**src/rtl/ocra1_dac_iface.sv**
```systemverilog
// OCRA1 gradient DAC serialiser: buffers one 24-bit word per channel (X, Y, Z, Z2) and,
// on trigger, shifts all four out in parallel on a shared SCLK/SYNCn, then pulses LDACn.
module ocra1_dac_iface (
    input  logic        clk,
    input  logic        rst,
    input  logic [31:0] data_i,
    input  logic        valid_i,
    input  logic [5:0]  spi_clk_div_i,
    output logic        oc1_clk_o,
    output logic        oc1_syncn_o,
    output logic        oc1_ldacn_o,
    output logic        oc1_sdox_o,
    output logic        oc1_sdoy_o,
    output logic        oc1_sdoz_o,
    output logic        oc1_sdoz2_o,
    output logic        busy_o,
    output logic        data_lost_o
);

    typedef enum logic [1:0] {S_IDLE, S_SHIFT, S_GAP, S_LDAC} state_t;

    state_t      state_q, state_d;
    logic [23:0] buf_q [4];
    logic [23:0] buf_d [4];
    logic [23:0] sh_q  [4];
    logic [23:0] sh_d  [4];
    logic [3:0]  pend_q, pend_d;
    logic        lost_q, lost_d;
    logic        trig_q, trig_d;
    logic [5:0]  div_q, div_d;
    logic [5:0]  cnt_q, cnt_d;
    logic [4:0]  bit_q, bit_d;
    logic [2:0]  seq_q, seq_d;
    logic        sclk_q, sclk_d;
    logic        syncn_q, syncn_d;
    logic        ldacn_q, ldacn_d;
    logic [3:0]  sdo_q, sdo_d;

    logic [1:0]  wr_ch;
    logic        start;
    logic [6:0]  half_p;
    logic        unused_hdr;

    assign wr_ch      = data_i[26:25];
    assign unused_hdr = ^data_i[31:27];
    assign start      = (state_q == S_IDLE) && trig_q;
    // SCLK stays high for ceil(P/2) cycles of each P = D+1 cycle bit period
    assign half_p     = ({1'b0, div_q} + 7'd2) >> 1;

    always_comb begin
        state_d = state_q;
        buf_d   = buf_q;
        sh_d    = sh_q;
        pend_d  = pend_q;
        lost_d  = lost_q;
        trig_d  = trig_q;
        div_d   = div_q;
        cnt_d   = cnt_q;
        bit_d   = bit_q;
        seq_d   = seq_q;
        sclk_d  = sclk_q;
        syncn_d = syncn_q;
        ldacn_d = ldacn_q;
        sdo_d   = sdo_q;

        // Pending flags are cleared by the snapshot before a same-edge write re-arms them
        if (start) pend_d = '0;
        if (valid_i) begin
            buf_d[wr_ch] = data_i[23:0];
            if (pend_d[wr_ch]) lost_d = 1'b1;
            pend_d[wr_ch] = 1'b1;
        end
        trig_d = (trig_q & ~start) | (valid_i & data_i[24]);

        case (state_q)
            S_IDLE: begin
                if (trig_q) begin
                    state_d = S_SHIFT;
                    sh_d    = buf_q;
                    div_d   = (spi_clk_div_i == 6'd0) ? 6'd1 : spi_clk_div_i;
                    cnt_d   = '0;
                    bit_d   = '0;
                    sclk_d  = 1'b1;
                    syncn_d = 1'b0;
                    for (int i = 0; i < 4; i++) sdo_d[i] = buf_q[i][23];
                end
            end
            S_SHIFT: begin
                if (cnt_q == div_q) begin
                    cnt_d = '0;
                    if (bit_q == 5'd23) begin
                        state_d = S_GAP;
                        seq_d   = '0;
                        sclk_d  = 1'b0;
                        syncn_d = 1'b1;
                        sdo_d   = '0;
                    end else begin
                        bit_d  = bit_q + 5'd1;
                        sclk_d = 1'b1;
                        for (int i = 0; i < 4; i++) begin
                            sh_d[i]  = {sh_q[i][22:0], 1'b0};
                            sdo_d[i] = sh_q[i][22];
                        end
                    end
                end else begin
                    cnt_d  = cnt_q + 6'd1;
                    sclk_d = ({1'b0, cnt_q} + 7'd1) < half_p;
                end
            end
            S_GAP: begin
                if (seq_q == 3'd2) begin
                    state_d = S_LDAC;
                    seq_d   = '0;
                    ldacn_d = 1'b0;
                end else begin
                    seq_d = seq_q + 3'd1;
                end
            end
            S_LDAC: begin
                if (seq_q == 3'd3) begin
                    state_d = S_IDLE;
                    ldacn_d = 1'b1;
                end else begin
                    seq_d = seq_q + 3'd1;
                end
            end
            default: state_d = S_IDLE;
        endcase
    end

    always_ff @(posedge clk) begin
        if (rst) begin
            state_q <= S_IDLE;
            buf_q   <= '{default: '0};
            sh_q    <= '{default: '0};
            pend_q  <= '0;
            lost_q  <= 1'b0;
            trig_q  <= 1'b0;
            div_q   <= 6'd1;
            cnt_q   <= '0;
            bit_q   <= '0;
            seq_q   <= '0;
            sclk_q  <= 1'b0;
            syncn_q <= 1'b1;
            ldacn_q <= 1'b1;
            sdo_q   <= '0;
        end else begin
            state_q <= state_d;
            buf_q   <= buf_d;
            sh_q    <= sh_d;
            pend_q  <= pend_d;
            lost_q  <= lost_d;
            trig_q  <= trig_d;
            div_q   <= div_d;
            cnt_q   <= cnt_d;
            bit_q   <= bit_d;
            seq_q   <= seq_d;
            sclk_q  <= sclk_d;
            syncn_q <= syncn_d;
            ldacn_q <= ldacn_d;
            sdo_q   <= sdo_d;
        end
    end

    assign oc1_clk_o   = sclk_q;
    assign oc1_syncn_o = syncn_q;
    assign oc1_ldacn_o = ldacn_q;
    assign oc1_sdox_o  = sdo_q[0];
    assign oc1_sdoy_o  = sdo_q[1];
    assign oc1_sdoz_o  = sdo_q[2];
    assign oc1_sdoz2_o = sdo_q[3];
    assign busy_o      = (state_q != S_IDLE);
    assign data_lost_o = lost_q;

endmodule

```
**config.mk**
```make
export PLATFORM = sky130hd
export DESIGN_NAME = ocra1_dac_iface
export DESIGN_NICKNAME = d
export VERILOG_FILES = /design/src/rtl/ocra1_dac_iface.sv
export SDC_FILE = /design/constraint.sdc
export NUM_CORES = 1
export LEC_CHECK = 0
export BUFFER_PORTS_ARGS = -buffer_cell sky130_fd_sc_hd__buf_4
export CAP_MARGIN = 20
export CELL_PAD_IN_SITES_DETAIL_PLACEMENT = 0
export CELL_PAD_IN_SITES_GLOBAL_PLACEMENT = 2
export CORE_ASPECT_RATIO = 0.75
export CORE_MARGIN = 2
export CORE_UTILIZATION = 37
export DETAILED_ROUTE_END_ITERATION = 12
export PLACE_DENSITY_LB_ADDON = 0.3
export SYNTH_ARGS = -nofsm -noshare
export SYNTH_HDL_FRONTEND = slang
export SYNTH_SLANG_ARGS = --single-unit
```
**constraint.sdc**
```tcl
create_clock -name clk -period 2.6 [get_ports clk]
set_clock_uncertainty 0.1 [all_clocks]
set_input_delay 0.26 -clock clk [delete_from_list [all_inputs] [get_ports clk]]
set_output_delay 0.26 -clock clk [all_outputs]
set_load 0.01 [all_outputs]
```
==> flow_metrics.tcl, run 1 <==
set metrics [dict create \
    seqPwrFrac 0.410 \
    synth_mux_area_frac 0.0990 \
    hold_viol 0 \
    finalSetupTns_ns 0 \
    drv_cap 0 \
    dieArea_um2 26300 \
    dieHeight_um 141 \
    io_pins 50 \
    fin_crit_sh 0.905 \
    io_buffers 44 \
    synth.top_cell.area_share 0.483 \
    vias 7269 \
    cts_sinks 223 \
    dp_hpwl_mm 14.1 \
    synthAdderAreaFrac 0.0203 \
    root_buffer "clkbuf_16" \
    seq_area_frac_synth 0.483 \
    htreeDepth 1 \
    r2r_cells 9 \
    grt_pass1_vias 6691 \
    cts_buffers 24 \
    power_density_nw_per_um2 903 \
    synth_area_leader_cell "dfxtp_1" \
    grt_use_total 0.172 \
    arrival_ns 2.67 \
    synth_xor_area_frac 0.0133 \
    switching_share 0.309 \
    wl_mm 22.8 \
    grt-ovfl-total 0 \
    cp.required_ns 2.91 \
    ant_nets 0 \
    synth_simple_gate_area_frac 0.172 \
    final_common_cell "nand2_1" \
    syn_area_um2 9240 \
    maxSlewViolCount 0 \
    status "complete, no violations" \
    grt_max_degree 79 \
    drt_iter0_markers 482 \
    synth_cells 1074 \
    min_path_type "in -> reg" \
    crit_type "reg -> reg" \
    drt_first_pass_iters 4 \
    worst_setup_path_start_kind "register" \
    gp_congestion 0.792 \
    viasPerCell 4.95 \
    avgRoutedWirePerCell_um 15.5 \
    p_switching_w 0.00309 \
    core-area_um2 24800 \
    max-vdd-ir-drop_mv 0.569 \
    setup_slack_ns 0.247 \
    power.leakage_nw 3.80 \
    synth_edf_count 0 \
    drive_above_1_share 0.101 \
    fp.dieW_um 186 \
    clk_latency_ns 0.51 \
    syn_nets 1130 \
    cts_resized 0 \
    whs_path_depth 2 \
    layout.nets 1173 \
    rsz0062_at_grt "no" \
    cp_max_fo 78 \
    yosys_warnings 0 \
    place_area_um2 9960 \
    synth-main-ff-cell "dfxtp_1" \
    wirelength_met1_mm 12.6 \
    power.total_w 0.00998 \
    finalSetupViolCount 0 \
    synth_top_family_by_area "simple AND/OR/NAND/NOR gates" \
    fmax_mhz 425 \
    dp_slack_ns 0.254 \
    p_int_w 0.00690 \
    synth_area_leaders "dfxtp_1, mux2i_1, nand2_1" \
    cts_tree "yes" \
    final_cell_mix "nand2_1, dfxtp_1, a21oi_1, nor2_1, a211oi_1" \
    grt_first_pass_wirelength_mm 36.9 \
    fp-row-count 50 \
    synth_cell_types 50 \
    worstMarginPinSlew_ns 0.766 \
    synth-compound-area-share 0.171 \
    slew_headroom 0.488 \
    fin_area_um2 11100 \
    crit_path_end_kind "register" \
    met3RoutedLength_um 938 \
    antenna_found_initial 1 \
    avgSynthCellArea_um2 8.60 \
    wl_met2_mm 8.94 \
    clkTransAtPathRegs_ns 0.06 \
    ys_ff_latch 223 \
    holdWs_ns 0.0456 \
    drc 0 \
    comb_power_share 0.257 \
    area_growth_syn_to_layout_pct 19.6 \
    fin_crit_ns 2.35 \
    initial_core_util 0.373 \
    clockBufferDepth 3 \
    power_frac_clock 0.333 \
    async_reset_ff_frac 0 \
    dr.max_layer_used "met4" \
]
per-stage QoR:
| step | instances | utilization |
|---|---|---|
| after floorplan | 1074 | - |
| after global placement | 1396 | 0.402 |
| after detailed placement | 1396 | 0.402 |
| after CTS | 1467 | 0.446 |
| after global routing | 1468 | 0.446 |
| final | 1469 | 0.446 |
cells in the mapped netlist, drive strengths merged (3+ instances only):
library cell  instances
mux2i                88
xnor2                12
o31ai                 5
a211oi               95
nand2               227
nand3                18
a22o                  4
buf                  18
nor2                107
inv                   9
nor3                  5
and3                  8
a31oi                 3
dfxtp               223
a21oi               124
a21o                  4
nand2b                8
clkbuf               65
o21ai                 6
ha                   15
routing by layer:
metal / vias up / global-route usage
li1: 3801 / -
met1: 3355 / 0.270
met2: 85 / 0.244
met3: 28 / 0.0284
met4: 0 / 0.0347
met5: - / 0
kinds of logic (layout without fill, tap and decap cells):
| logic type | after synthesis | after routing |
|---|---|---|
| buf+inv | 93 | 148 |
| simple gates | 389 | 389 |
| flops | 223 | 223 |
| fa+ha+maj | 15 | 15 |
| mux | 90 | 90 |
| xor+xnor | 14 | 14 |
| compound gates | 250 | 250 |
| other cells | 0 | 2 |
power by group through the flow:
stage,logic [W],clock network (W),registers [W]
floorplan,0.00189,0,0.00411
finish,0.00257,0.00332,0.00409
CTS,0.00259,0.00340,0.00409
global route,0.00283,0.00355,0.00415
global placement,0.00251,0,0.00416
detailed placement,0.00254,0,0.00417
critical path: stages, from the launching register on:
cell and delay [ns]:
dfxtp_1 0.32, inv_1 0.14, ha_1 0.33, and2_1 0.24
a21oi_2 0.07, o31ai_4 0.29, buf_12 0.17, buf_12 0.29
nor2_1 0.07, a211oi_1 0.23
repair_timing:
item	in CTS	in global routing
buffers inserted	0	0
endpoints found under the hold margin	104	0
hold buffers	33	0
state kept, by name (all words and copies together), names as in the netlist:
name,count
oc1_ldacn_o,1
seq_q,3
trig_q,1
oc1_syncn_o,1
state_q,2
div_q,6
sh_q,92
buf_q,96
sdo_q,4
data_lost_o,1
cnt_q,6
pend_q,4
oc1_clk_o,1
bit_q,5
final timing paths:
kind	slack, ns	end	start
min	0.05	trig_q	rst
min reg2reg	0.35	buf_q[93]	buf_q[93]
max	0.25	sh_q[93]	state_q[1]
max reg2reg	0.25	sh_q[93]	state_q[1]
area by class of cell:
type                            instances  area (µm²)
Inverter                               10        37.5
Sequential cell                       223        4460
Multi-Input combinational cell        758        4420
Antenna cell                            2        5.00
Fill cell                            2527       13700
Tap cell                              338         423
Clock inverter                          5        50.0
Clock buffer                           33         706
Timing Repair Buffer                  100         950
(Power assumes the default switching activity.)
==> run 2, diff against run 1 <==
Settings changed: ABC_AREA from default to 1, CORE_MARGIN 2 to default, CORE_UTILIZATION 37 to 34.
==> run 2 against run 1 <==
Setup slack lost 0.0036 ns. Via count grew 24%. Utilization shrank 3.6 points. Register-to-register slack is essentially flat. Die area grew 17%. Largest power group is now combinational cells.
==> flow_metrics.tcl, run 2 <==
set metrics [dict create \
    status "complete, no violations" \
    crit_type "reg -> reg" \
    slew_headroom 0.503 \
    diodes 0 \
    ant_nets 0 \
    grt-ovfl-total 0 \
    drv_cap 0 \
    drt_first_pass_iters 4 \
    cpMostUsedCell "nand2_1" \
    io_pins 50 \
    drive_above_1_share 0.0741 \
    fin_util 0.410 \
    synth_cells 1532 \
    cts_buffers 25 \
    hold_viol 0 \
    clkTransAtPathRegs_ns 0.06 \
    setup_slack_ns 0.243 \
    dp_hpwl_mm 16.1 \
    htreeDepth 1 \
    reg2reg_to "data_lost_o" \
    synth.top_cell.area_share 0.439 \
    initial_core_util 0.348 \
    max-vdd-ir-drop_mv 0.833 \
    maxSlewViolCount 0 \
    wl_mm 27.7 \
    worst_setup_path_start_kind "register" \
    layout.nets 1616 \
    avgRoutedWirePerCell_um 14.1 \
    largest_reg_flops 96 \
    cp_max_fo 16 \
    rsz0062_at_grt "no" \
    r2r_slack_ns 0.24 \
    fmax_mhz 424 \
    cp_slowest_stage_delay_ns 0.57 \
    top_regs "buf_q x96, sh_q x92" \
    synth_edf_count 0 \
    top_register "buf_q" \
    final_cell_mix "nand2_1, nor2_1, dfxtp_1, inv_1, o21ai_0" \
    grt_max_degree 98 \
    synth_area_leaders "dfxtp_1, nand2_1, nor2_1" \
    finalSetupTns_ns 0 \
    min_path_type "in -> reg" \
    ys_ff_latch 223 \
    worstMarginPinSlew_ns 0.745 \
    drt_iter0_markers 485 \
    power_density_nw_per_um2 1090 \
    grt_first_pass_wirelength_mm 44.3 \
    wirelength_met1_mm 14.5 \
    drc 0 \
    seq_area_frac_synth 0.439 \
    cp.required_ns 2.95 \
    crit_path_end_kind "register" \
    syn_nets 1588 \
    viasPerCell 4.57 \
    fin_crit_ns 2.36 \
    dieArea_um2 30600 \
    dieHeight_um 152 \
    wl_met2_mm 12.0 \
    r2r_start "state_q[0]" \
    power.leakage_nw 5.40 \
    grt_use_total 0.179 \
    dr.max_layer_used "met4" \
    syn_area_um2 10200 \
    cts_resized 0 \
    vias 9011 \
    gp_congestion 0.774 \
    synth_cell_types 29 \
    grt_pass1_vias 8208 \
    fin_crit_sh 0.906 \
    fp.dieW_um 202 \
    synthTopCellsByCount "nand2_1, nor2_1, dfxtp_1" \
    root_buffer "clkbuf_16" \
    arrival_ns 2.71 \
    area_growth_syn_to_layout_pct 18.0 \
    finalSetupViolCount 0 \
    clockBufferDepth 3 \
    r2r_cells 11 \
    startpoint "state_q[0]" \
    timing.critical_path.to "data_lost_o" \
    avgSynthCellArea_um2 6.64 \
    clk_latency_ns 0.52 \
    final_common_cell "nand2_1" \
    antenna_found_initial 0 \
    fp-row-count 54 \
    async_reset_ff_frac 0 \
    core-area_um2 29300 \
    slowest_stage "dlygate4sd3_1" \
    io_buffers 44 \
    cts_sinks 223 \
    synth-main-ff-cell "dfxtp_1" \
    critical_path.cell_chain "inv_1, ha_1, nand2_1, buf_4, nand2_1, nand2_1, nand3_1, o31ai_1, nand2_1, dlygate4sd3_1, a21oi_1" \
    met3RoutedLength_um 829 \
    dp_slack_ns 0.330 \
    synth_area_leader_cell "dfxtp_1" \
    yosysMostFrequentCell "nand2_1" \
    cts_tree "yes" \
    yosys_warnings 0 \
]
-- run 2: power by group --
group          leakage (nW)  internal (W)  total, W  switching [W]
registers              1.83       0.00422   0.00455       0.000327
clock network         0.401       0.00211   0.00357        0.00146
logic                  3.17       0.00164   0.00500        0.00336
-- run 2: cells by family after synthesis --
kind of cell | Yosys count | synth area share
buffers and inverters | 310 | 0.121
adder cells (fa/ha/maj) | 15 | 0.0185
AND/OR/NAND/NOR | 687 | 0.271
AO/OA/AOI/OAI | 289 | 0.144
XOR/XNOR | 8 | 0.00689
flip-flops | 223 | 0.439
-- run 2: cell type report --
class                           instances  area [µm²]
Fill cell                            3140       17300
Multi-Input combinational cell        999        4510
Sequential cell                       223        4460
Timing Repair Buffer                   96         918
Inverter                              215         810
Clock buffer                           38         724
Tap cell                              392         490
Clock inverter                          7        85.1
-- run 2: critical path, delay by kind of cell, from the launching register on --
| kind | cells | cell delay [ns] |
|---|---|---|
| AO/OA/AOI/OAI | 2 | 0.18 |
| flip-flops | 1 | 0.42 |
| AND/OR/NAND/NOR | 5 | 0.42 |
| buffers and inverters | 3 | 0.90 |
| adder cells (fa/ha/maj) | 1 | 0.26 |
-- run 2: worst min-delay path by stage --
| stage | from | endpoint | slack (ns) | depth (start not counted) |
|---|---|---|---|---|
| 3_3_place_gp | buf_q[48] | buf_q[48] | 0.33 | 2 |
| 4_1_cts | rst | bit_q[1] | 0.02 | 2 |
| 3_5_place_dp | buf_q[0] | buf_q[0] | 0.34 | 2 |
| 6_report | rst | bit_q[1] | 0.05 | 2 |
| 2_1_floorplan | data_i[0] | buf_q[24] | 0.29 | 2 |
| 5_1_grt | rst | seq_q[2] | 0.04 | 2 |
-- run 2: layer usage --
metal / track usage / up-vias
li1: - / 4834
met1: 0.255 / 4054
met2: 0.287 / 86
met3: 0.0259 / 37
met4: 0.0379 / 0
met5: 0 / -
-- run 2: metrics by stage --
step | instance area (µm²) | hold slack [ns] | total power [W] | std cells
after global routing | 12000 | 0.0430 | 0.0142 | 1970
after detailed placement | 10900 | 0.336 | 0.00963 | 1891
after global placement | 10900 | 0.332 | 0.00958 | 1891
after floorplan | 10200 | 0.295 | 0.00832 | 1532
final | 12000 | 0.0488 | 0.0131 | 1970
after CTS | 12000 | 0.0193 | 0.0133 | 1970
-- run 2: what timing repair did --
item,4_1_cts,5_1_grt
hold buffers,34,0
hold endpoints to repair,99,0
buffers inserted,0,0
==> run 3, diff against run 2 <==
Settings changed: CORE_MARGIN from default to 4.
Clock period 2.6 ns to 2.2 ns, I/O delays scaled along.
==> run 3 against run 2 <==
Via count rose by 0.95%. Utilization rose by 0.27 points. First-iteration DRC count fell by 13%.
==> flow_metrics.tcl, run 3 (synthesized netlist as in run 2, its figures left out) <==
set metrics [dict create \
    worst_setup_path_start_kind "register" \
    ant_nets 0 \
    n_fill_cell 3129 \
    cts_buffers 25 \
    gp_congestion 0.795 \
    r2r_cells 11 \
    top_register "buf_q" \
    wl_mm 28.0 \
    timing.critical_path.to "oc1_clk_o" \
    fin_crit_ns 2.03 \
    power.total_w 0.0153 \
    slowest_stage "dfxtp_4" \
    fp.dieW_um 208 \
    max-vdd-ir-drop_mv 0.859 \
    finalSetupTns_ns 0 \
    drive_above_1_share 0.0876 \
    drt_iter0_markers 423 \
    vias 9097 \
    io_pins 50 \
    fmax_mhz 493 \
    cts_tree "yes" \
    multiInputGateArea_um2 4530 \
    finalSetupViolCount 0 \
    final_common_cell "nand2_1" \
    crit_path_end_kind "register" \
    clockBufferDepth 3 \
    startpoint "cnt_q[0]" \
    drt_first_pass_iters 5 \
    grt_max_degree 96 \
    drc 0 \
    final_cell_mix "nand2_1, nor2_1, dfxtp_1, inv_1, o21ai_0" \
    diodes 0 \
    core-area_um2 29300 \
    htreeDepth 1 \
    dp_hpwl_mm 16.6 \
    cp_max_fo 5 \
    dieArea_um2 32800 \
    regArea_um2 4470 \
    fin_crit_sh 0.921 \
    dieHeight_um 158 \
    crit_type "reg -> reg" \
    area_growth_syn_to_layout_pct 18.8 \
    cts_sinks 223 \
    avgRoutedWirePerCell_um 14.1 \
    cp_slowest_stage_delay_ns 0.37 \
    power_density_nw_per_um2 1270 \
    cp.required_ns 2.55 \
    clk_latency_ns 0.52 \
    reg2reg_to "oc1_clk_o" \
    power.leakage_nw 5.44 \
    viasPerCell 4.60 \
    drv_cap 0 \
    clkTransAtPathRegs_ns 0.06 \
    antenna_found_initial 0 \
    cpMostUsedCell "nand2_1" \
    grt-ovfl-total 0 \
    hold_viol 0 \
    grt_pass1_vias 8559 \
    largest_reg_flops 96 \
    top_regs "buf_q x96, sh_q x92" \
    status "complete, no violations" \
    slew_headroom 0.606 \
    hp-start "rst" \
    io_buffers 44 \
    initial_core_util 0.348 \
    worstMarginPinSlew_ns 0.591 \
    cts_setup_buffers 0 \
    fp-row-count 54 \
    min_path_type "in -> reg" \
    r2r_slack_ns 0.17 \
    grt_first_pass_wirelength_mm 46.2 \
    arrival_ns 2.38 \
    root_buffer "clkbuf_16" \
    grt_use_total 0.170 \
    maxSlewViolCount 0 \
    r2r_start "cnt_q[0]" \
    layout.nets 1627 \
    critical_path.cell_chain "ha_2, nand3_1, xor2_1, ha_1, a21oi_1, nor2_1, nor3_1, nand2_1, nand2_1, nand2_1, a21oi_1" \
]
[run 3: cell types whose count changed in the layout (fill, tap and decap cells not counted), moves of 2 or more]
cell,change
dfxtp_1,-4
clkbuf_8,-2
dfxtp_2,+3
clkbuf_1,-2
nor2_2,+4
nor2_1,-4
clkinv_2,+3
bufinv_16,-2
buf_4,+8
buf_12,+3
[run 3: cell type report]
class,instances,share of cell area
multi-input cells,999,0.375
inverters,215,0.0672
flip-flops and latches,223,0.370
well taps,392,0.0406
clock inverters,9,0.00393
repair buffers,107,0.0859
clock buffers,34,0.0571
[run 3: worst min path at each step]
| stage | end | slack (ns) | cells past startpoint |
|---|---|---|---|
| final | oc1_syncn_o | 0.04 | 3 |
| after global routing | oc1_ldacn_o | 0.04 | 3 |
| after CTS | oc1_syncn_o | 0.02 | 3 |
| after detailed placement | buf_q[0] | 0.34 | 2 |
| after global placement | buf_q[48] | 0.33 | 2 |
| after floorplan | buf_q[24] | 0.25 | 2 |
[run 3: report_power, final]
| group | switching, W | total [W] | internal (W) |
|---|---|---|---|
| sequential | 0.000389 | 0.00537 | 0.00499 |
| clock | 0.00169 | 0.00388 | 0.00218 |
| combinational | 0.00402 | 0.00607 | 0.00206 |
[run 3: per-stage QoR]
stage               instance area, µm²  std cells  hold slack, ns  setup WS (ns)   util
floorplan                        10200       1532           0.255          0.306      -
global placement                 11000       1902           0.333         0.0979  0.375
detailed placement               11000       1902           0.339          0.105  0.375
CTS                              12100       1979          0.0158         0.0957  0.412
global route                     12100       1979          0.0420       -0.00149  0.413
finish                           12100       1979          0.0418          0.173  0.413
[run 3: routing by layer]
metal / up-vias / part of all wire / GRT usage
met4: 0 / 0.024 / 0.0425
met5: - / 0 / 0
met3: 44 / 0.030 / 0.0246
li1: 4843 / - / -
met2: 87 / 0.44 / 0.283
met1: 4123 / 0.50 / 0.236
[run 3: repair_timing]
action,CTS,global route
gates resized for setup,0,11
endpoints found under the hold margin,104,0
hold buffers,34,0
setup endpoints to repair,0,26
[run 3: worst max-delay path: cells and delay by family, from the launching register on]
kind	cells	cell delay [ns]
flops	1	0.37
compound gates	2	0.26
xor+xnor	1	0.18
simple gates	6	0.52
fa+ha+maj	2	0.52
